===== config.mk =====
export PLATFORM = sky130hd
export DESIGN_NAME = piso_serializer
export DESIGN_NICKNAME = d
export VERILOG_FILES = /design/src/rtl/shift_reg_pkg.sv /design/src/rtl/mod_counter.sv /design/src/rtl/piso_serializer.sv
export SDC_FILE = /design/constraint.sdc
export NUM_CORES = 1
export LEC_CHECK = 0
export CAP_MARGIN = 15
export CORE_ASPECT_RATIO = 1.2
export CORE_MARGIN = 4
export CORE_UTILIZATION = 41
export CTS_CLUSTER_SIZE = 12
export DETAILED_ROUTE_END_ITERATION = 16
export PLACE_DENSITY = 0.82
export SKIP_LAST_GASP = 1
export SLEW_MARGIN = 20
export SYNTH_ARGS = -nofsm -noshare
export SYNTH_HDL_FRONTEND = slang
export SYNTH_SLANG_ARGS = --single-unit
export TNS_END_PERCENT = 5

===== constraint.sdc =====
create_clock -name clk -period 1.5 [get_ports clk]
set_clock_uncertainty 0.1 [all_clocks]
set_input_delay 0.15 -clock clk [delete_from_list [all_inputs] [get_ports clk]]
set_output_delay 0.15 -clock clk [all_outputs]
set_load 0.02 [all_outputs]

===== src/rtl/shift_reg_pkg.sv =====
// Shared types and helpers for the parallel-in serial-out datapath.
package shift_reg_pkg;

    // Serializer control states: waiting for a word, or shifting one out.
    typedef enum logic {
        IDLE  = 1'b0,
        SHIFT = 1'b1
    } state_e;

    // Bits needed to hold a bit index in the range 0..width-1 (at least one bit).
    function automatic int CNT_W(input int width);
        if (width <= 2) begin
            return 1;
        end
        return $clog2(width);
    endfunction

endpackage : shift_reg_pkg


===== src/rtl/mod_counter.sv =====
// Modulo-MOD up-counter with enable, synchronous clear and a terminal-count flag.
// The count wraps from MOD-1 back to 0 on an enabled cycle.
module mod_counter #(
    parameter int MOD = 4,
    parameter int W   = 2
) (
    input  logic         clk,
    input  logic         reset_n,
    input  logic         en_i,
    input  logic         clr_i,
    output logic [W-1:0] count_o,
    output logic         tc_o
);

    logic [W-1:0] count_q;
    logic [W-1:0] count_d;
    logic         tc;

    assign tc = (count_q == W'(MOD - 1));

    // Next count: clear has priority over enable; wrap at the terminal count.
    always_comb begin
        // NOTE: default assignment first so no path leaves count_d unassigned (no latch).
        count_d = count_q;
        if (clr_i) begin
            count_d = '0;
        end else if (en_i) begin
            count_d = tc ? '0 : count_q + W'(1);
        end
    end

    // Count register, cleared asynchronously.
    always_ff @(posedge clk or negedge reset_n) begin
        // NOTE: sequential state uses non-blocking assignments so every register samples pre-edge values.
        if (!reset_n) begin
            count_q <= '0;
        end else begin
            count_q <= count_d;
        end
    end

    assign count_o = count_q;
    assign tc_o    = tc;

endmodule : mod_counter


===== src/rtl/piso_serializer.sv =====
// Parallel-in serial-out stage: accepts one WIDTH-bit word per valid/ready handshake
// and shifts it out one bit per shift_en cycle, flagging the final bit. A new word
// can be taken on the last bit of the current one, so words stream with no gap.
module piso_serializer
    import shift_reg_pkg::*;
#(
    parameter int WIDTH     = 4,
    parameter int MSB_FIRST = 1,
    parameter int COUNT_W   = 8
) (
    input  logic               clk,
    input  logic               reset_n,
    input  logic               in_valid,
    output logic               in_ready,
    input  logic [WIDTH-1:0]   parallel_in,
    input  logic               shift_en,
    output logic               serial_out,
    output logic               serial_valid,
    output logic               serial_last,
    output logic               busy,
    output logic [COUNT_W-1:0] word_count
);

    localparam int BC_W = CNT_W(WIDTH);

    state_e             state_q;
    logic [WIDTH-1:0]   shreg_q;
    logic [WIDTH-1:0]   shreg_shifted;
    logic [COUNT_W-1:0] word_count_q;

    logic [BC_W-1:0]    bit_cnt;
    logic               bit_tc;
    logic               in_shift;
    logic               last_bit;
    logic               accept;
    logic               out_bit;

    assign in_shift = (state_q == SHIFT);
    assign last_bit = in_shift & (bit_cnt == BC_W'(WIDTH - 1));

    // Ready while idle, or on the enabled last bit so the next word follows without a gap.
    // Held low while reset is asserted so nothing is offered before release.
    assign in_ready = reset_n & (~in_shift | (shift_en & last_bit));
    assign accept   = in_valid & in_ready;

    // Bit index within the current word: counts enabled shift cycles, parked at 0 while idle.
    mod_counter #(
        .MOD (WIDTH),
        .W   (BC_W)
    ) u_bit_cnt (
        .clk     (clk),
        .reset_n (reset_n),
        .en_i    (in_shift & shift_en),
        .clr_i   (~in_shift),
        .count_o (bit_cnt),
        .tc_o    (bit_tc)
    );

    // Move one position toward the output end, zero-filling behind.
    generate
        if (MSB_FIRST != 0) begin : g_msb_first
            assign shreg_shifted = {shreg_q[WIDTH-2:0], 1'b0};
            assign out_bit       = shreg_q[WIDTH-1];
        end else begin : g_lsb_first
            assign shreg_shifted = {1'b0, shreg_q[WIDTH-1:1]};
            assign out_bit       = shreg_q[0];
        end
    endgenerate

    // Control FSM, shift register and completed-word counter.
    always_ff @(posedge clk or negedge reset_n) begin
        if (!reset_n) begin
            state_q      <= IDLE;
            shreg_q      <= '0;
            word_count_q <= '0;
        end else begin
            case (state_q)
                IDLE: begin
                    if (accept) begin
                        shreg_q <= parallel_in;
                        state_q <= SHIFT;
                    end
                end
                SHIFT: begin
                    if (shift_en) begin
                        if (bit_tc) begin
                            word_count_q <= word_count_q + COUNT_W'(1);
                            if (in_valid) begin
                                shreg_q <= parallel_in;
                            end else begin
                                shreg_q <= '0;
                                state_q <= IDLE;
                            end
                        end else begin
                            shreg_q <= shreg_shifted;
                        end
                    end
                end
                default: begin
                    state_q <= IDLE;
                end
            endcase
        end
    end

    // Outputs come straight from register state; serial_out is forced low when idle.
    assign serial_out   = in_shift & out_bit;
    assign serial_valid = in_shift;
    assign busy         = in_shift;
    assign serial_last  = last_bit;
    assign word_count   = word_count_q;

endmodule : piso_serializer

==> results of run 1 <==
layout make-up:
cell class	count	area (um^2)
inverter	1	3.75
timing repair buffer	33	293
tap	18	22.5
multi-input combinational	48	352
sequential	15	375
fill	150	609
clock buffer	4	26.3
sequential cells by signal (all words and copies together) (netlist names):
| signal | flops |
|---|---|
| word_count | 8 |
| shreg_q | 4 |
| u_bit_cnt.count_o | 2 |
| busy | 1 |
report_power, final:
part           switching [mW]  leakage (nW)  internal (mW)
Combinational           0.371         0.318          0.431
Sequential             0.0942         0.194          0.522
Clock                   0.120        0.0150          0.103
Total                   0.585         0.527           1.06
Yosys cell counts, types with 3 or more instances:
master / n / share of area, %
xnor2_1: 4 / 4.7
dfrtp_1: 15 / 50
a22o_1: 3 / 3.5
nand4_1: 3 / 2.5
mux2_2: 3 / 4.5
nand2_1: 10 / 5.0
mux2i_1: 3 / 4.0
nor2b_1: 3 / 2.5
xor2_1: 3 / 3.5
placed cells by master, fill, tap and decap left out, drive strengths merged, types with 3 or more instances in the layout:
cell type,count
clkdlybuf4s50,16
a22o,3
nand2,10
buf,13
nand4,3
mux2i,3
dfrtp,15
nor2b,3
xor2,3
xnor2,4
mux2,3
clkbuf,5
layer usage:
layer  up-vias  track usage, %  part of all wire (%)
met5         -               0                     0
met4         0            5.53                  0.76
met3         2            4.61                   3.2
met2        12            24.2                    53
met1       289            18.4                    43
li1        296               -                     -
cell families (layout without fill, tap and decap cells):
family	count (synthesis)	count (layout)	share of synthesized area [%]
buffers and inverters	4	38	3.18
DFF	15	15	50.2
AOI/OAI and AO/OA	7	7	7.53
adders and majority gates	2	2	3.34
muxes	6	6	8.53
and+or+nand+nor	26	26	19.1
xor gates and xnor gates	7	7	8.19
path summary, 6_finish.rpt:
kind                                              to  slack (ns)  depth (start not counted)
worst max-delay path                            busy       -0.16                          2
worst min-delay path            u_bit_cnt.count_o[0]        0.21                          3
worst max register to register            shreg_q[2]       -0.09                          5
worst min register to register         word_count[7]        0.38                          1
max in group asynchronous                 shreg_q[1]        0.92                          3
min in group clk                          shreg_q[0]        0.33                          3
worst max-delay path, cell delays in order, from the launching register on:
cell             delay (ns)
dfrtp_1                0.41
buf_4                  0.14
clkdlybuf4s50_1        0.59
stage by stage:
stage | area, um^2 | hold slack [ns] | instances
floorplan | 751 | -0.246 | 67
global placement | 1050 | 0.363 | 115
detailed placement | 1050 | 0.369 | 115
CTS | 1070 | 0.206 | 119
global route | 1070 | 0.219 | 119
finish | 1070 | 0.206 | 119
==> flow_metrics.py, run 1 <==
metrics = {
    "routing": {
        "drc_errors": 0,
        "first_pass_iters": 2,
        "drt-wirelength-per-cell_um": 13.3,
        "routed_via_density": 5.03,
        "route.vias.total": 599,
        "wl_mm": 1.58,
        "ant_nets": 0,
        "drtIter0Drc": 3,
    },
    "global_route": {
        "grt_pass1_vias": 621,
        "grt_use_total_pct": 14.9,
        "overflow": 0,
        "grt_max_degree": 16,
        "grt_pass1_wl_mm": 2.64,
        "antenna_found_initial": 0,
    },
    "cts": {
        "cts_root_buf": "clkbuf_4",
        "clk_latency_ns": 0.27,
        "clock_sinks": 15,
        "cts_tree": "done",
        "cts.clk_slew.worst_paths_ns": 0.08,
        "post_cts_resized": 3,
        "htree_levels": 1,
        "numCtsBuffers": 3,
        "cts.path.max_buffers": 2,
        "cts_hold_buffers": 0,
        "post_cts_buffers": 0,
    },
    "timing": {
        "rsz0062_at_grt": "true",
        "worst_slack_ns": -0.164,
        "fmax_mhz": 601,
        "final-hold-violation-count": 0,
        "relSlewSlack_pct": 84.6,
        "tns_ns": -0.936,
        "fin_crit_ns": 1.66,
        "slew_viol_final": 0,
        "period_share_pct": 111,
        "tightest_slew_ns": 0.230,
        "setup_viol": 13,
    },
    "worst_setup_path": {
        "required_ns": 1.25,
        "crit_fanout": 5,
        "arrival_ns": 1.41,
        "start_kind": "register",
        "timing.rr.start": "u_bit_cnt.count_o[0]",
        "cp-startpoint": "busy",
        "critPathKind": "reg2out",
        "endpoint_kind": "output pin",
    },
    "die": {
        "rows": 16,
        "die_area_mm2": 0.00258,
        "die_w_um": 47.0,
        "initial_utilization_pct": 44.5,
        "core_mm2": 0.00168,
        "die_h_um": 54.8,
        "ioPinCount": 21,
    },
    "final_layout": {
        "antennaDiodeCount": 0,
        "nNetsFinal": 112,
        "fin_util_pct": 63.8,
        "syn_to_final_growth_pct": 43.3,
        "layout-drive-gt1-share_pct": 23.8,
    },
    "synth": {
        "synth_ff_type": "dfrtp_1",
        "synth-edff-count": 0,
        "yosysSeqAreaShare_pct": 50.2,
        "synthesis.area_um2": 748,
        "synthDistinctLibCells": 23,
        "synth_nets": 77,
        "ys_async_sr_fraction_pct": 100,
        "yosys_register_bits": 15,
        "syn_inst": 67,
        "avgSynthCellArea_um2": 11.2,
        "ys_warn_count": 0,
    },
    "outcome": {
        "status": "finished with violations",
        "violations": "setup timing",
    },
    "job": {
        "maxCapViolCount": 0,
    },
    "min_path": {
        "min_path_type": "in2async",
    },
    "placement": {
        "post-place-ws_ns": -0.239,
        "io_buffers": 20,
        "dp_hpwl_mm": 1.22,
        "place.gp.congestion": 0.744,
    },
    "power_and_ir_drop": {
        "power.density_mw_per_mm2": 1530,
        "p_total_mw": 1.64,
        "ir_drop_mv": 1.06,
        "leakagePower_nw": 0.527,
    },
}
Power figures use the tool's default switching activity.
==> run 2, diff against run 1 <==
--- a/config.mk
+++ b/config.mk
@@ -8,10 +8,11 @@
 export CAP_MARGIN = 15
 export CORE_ASPECT_RATIO = 1.2
 export CORE_MARGIN = 4
-export CORE_UTILIZATION = 41
+export CORE_UTILIZATION = 45
 export CTS_CLUSTER_SIZE = 12
 export DETAILED_ROUTE_END_ITERATION = 16
-export PLACE_DENSITY = 0.82
+export MAX_ROUTING_LAYER = met4
+export PLACE_DENSITY = 0.85
 export SKIP_LAST_GASP = 1
 export SLEW_MARGIN = 20
 export SYNTH_ARGS = -nofsm -noshare
==> constraint.sdc (replaced) <==
create_clock -name clk -period 1.65 [get_ports clk]
set_clock_uncertainty 0.1 [all_clocks]
set_input_delay 0.4125 -clock clk [delete_from_list [all_inputs] [get_ports clk]]
set_output_delay 0.4125 -clock clk [all_outputs]
set_load 0.02 [all_outputs]
==> run 2 against run 1 <==
Against the previous run: clock power shrank 9.9%; the run still ends with setup timing left; critical path depth shrank 1; register-to-register slack gained 0.09 ns; sequential power shrank 12%.
==> flow_metrics.py, run 2 (synthesized netlist as in run 1, its figures left out) <==
metrics = {
    "final_layout": {
        "final_cell_mix": "dfrtp_1 (15), clkdlybuf4s50_1 (15), buf_4 (13), nand2_1 (10), xnor2_1 (4)",
        "syn_to_final_growth_pct": 42.3,
        "largest_register_ff_count": 8,
        "layout-drive-gt1-share_pct": 24.8,
        "fin_cells": 118,
        "antennaDiodeCount": 0,
        "nNetsFinal": 112,
    },
    "placement": {
        "place.gp.congestion": 0.764,
        "dp.cells": 113,
        "io_buffers": 20,
        "dp_hpwl_mm": 1.13,
    },
    "global_route": {
        "grt_pass1_vias": 652,
        "overflow": 0,
        "grt_max_degree": 17,
        "grt_pass1_wl_mm": 2.68,
        "antenna_found_initial": 0,
        "grt_use_total_pct": 15.5,
    },
    "worst_setup_path": {
        "slowest_delay_ns": 0.62,
        "arrival_ns": 1.29,
        "crit_fanout": 3,
        "cp_slowest_cell": "clkdlybuf4s50_1",
        "required_ns": 1.14,
        "critPathKind": "reg2out",
        "endpoint_kind": "output pin",
        "path_buf_inv": 1,
        "path_delay_family": "buffers and inverters",
        "start_kind": "register",
        "crit_chain": "clkdlybuf4s50_1",
    },
    "die": {
        "core_mm2": 0.00150,
        "initial_utilization_pct": 49.8,
        "die_area_mm2": 0.00238,
        "die_h_um": 52.7,
        "die_w_um": 45.2,
        "ioPinCount": 21,
        "rows": 15,
    },
    "power_and_ir_drop": {
        "p_sw_share_pct": 35.7,
        "p_switching_uw": 530,
        "seqPwrFrac_pct": 36.4,
        "leakagePower_nw": 0.538,
        "ir_drop_mv": 0.986,
        "clkPwrFrac_pct": 13.6,
        "power_frac_comb_pct": 50.0,
        "p_total_mw": 1.48,
        "power.density_mw_per_mm2": 1390,
        "internal_power_uw": 953,
    },
    "timing": {
        "fin_crit_ns": 1.80,
        "rsz0062_at_grt": "true",
        "fmax_mhz": 555,
        "relSlewSlack_pct": 84.4,
        "tightest_slew_ns": 0.233,
        "final-hold-violation-count": 0,
        "worst_slack_ns": -0.152,
        "period_share_pct": 109,
        "slew_viol_final": 0,
        "setup_viol": 14,
    },
    "routing": {
        "ant_nets": 0,
        "routed_via_density": 5.03,
        "top_layer": "met3",
        "first_pass_iters": 4,
        "drt-wirelength-per-cell_um": 12.1,
        "drc_errors": 0,
        "route.vias.total": 594,
        "met2_length_um": 658,
        "wl_met1_um": 706,
        "wl_mm": 1.43,
        "drtIter0Drc": 2,
        "wl_met3_um": 65,
    },
    "cts": {
        "cts.clk_slew.worst_paths_ns": 0.09,
        "htree_levels": 1,
        "clock_sinks": 15,
        "cts.path.max_buffers": 2,
        "clk_latency_ns": 0.27,
        "cts_hold_buffers": 0,
        "cts_tree": "done",
        "numCtsBuffers": 3,
        "cts_root_buf": "clkbuf_4",
    },
    "outcome": {
        "status": "finished with violations",
        "violations": "setup timing",
    },
    "job": {
        "maxCapViolCount": 0,
    },
    "min_path": {
        "min_path_type": "reg2reg",
    },
}
-- run 2: cell count changes in the layout (fill, tap and decap cells not counted), sizes merged --
cell,change
buf,+1
clkbuf,-1
clkinv,+1
clkdlybuf4s50,-1
-- run 2: through the flow --
| stage | hold WS, ns | TNS (ns) | utilization, % | worst slack, ns | instance area [um^2] |
|---|---|---|---|---|---|
| finish | 0.374 | -1.34 | 70.9 | -0.152 | 1060 |
| global route | 0.394 | -2.40 | 70.9 | -0.232 | 1060 |
| CTS | 0.376 | -1.79 | 71.1 | -0.194 | 1070 |
| detailed placement | 0.364 | -2.56 | 69.3 | -0.576 | 1040 |
| global placement | 0.356 | -2.29 | 69.3 | -0.566 | 1040 |
| floorplan | 0.0169 | 0 | - | 0.0938 | 748 |
-- run 2: final cells by class --
type	instances	area (um^2)
timing repair buffer	33	288
tap	17	21.3
sequential	15	375
clock inverter	1	5.00
multi-input combinational	48	349
inverter	1	3.75
clock buffer	3	22.5
fill	126	437
-- run 2: power groups by stage --
stage / sequential [mW] / clock, mW / combinational [mW]
final: 0.540 / 0.201 / 0.742
after global routing: 0.560 / 0.233 / 0.823
after CTS: 0.542 / 0.211 / 0.760
after detailed placement: 0.551 / 0 / 0.759
after global placement: 0.544 / 0 / 0.741
after floorplan: 0.614 / 0 / 0.364
-- run 2: final timing paths --
check	from	endpoint	slack, ns	cells past startpoint
hold / removal	word_count[7]	word_count[7]	0.37	1
max in group asynchronous	reset_n	u_bit_cnt.count_o[1]	0.87	2
hold reg to reg	word_count[7]	word_count[7]	0.37	1
setup / recovery	word_count[6]	word_count[6]	-0.15	1
min in group asynchronous	reset_n	shreg_q[2]	0.40	2
setup reg to reg	u_bit_cnt.count_o[0]	shreg_q[2]	0	5
-- run 2: what timing repair did --
item / CTS / global route
gates cloned: 0 / 0
buffers inserted: 1 / 0
setup endpoints to repair: 17 / 16
gates resized for setup: 8 / 2
hold endpoints to repair: 0 / 0
-- run 2: routing by layer --
layer | track usage (%) | vias up
li1 | - | 299
met1 | 20.5 | 278
met2 | 23.6 | 17
met3 | 3.44 | 0
met4 | 4.39 | 0
met5 | - | -
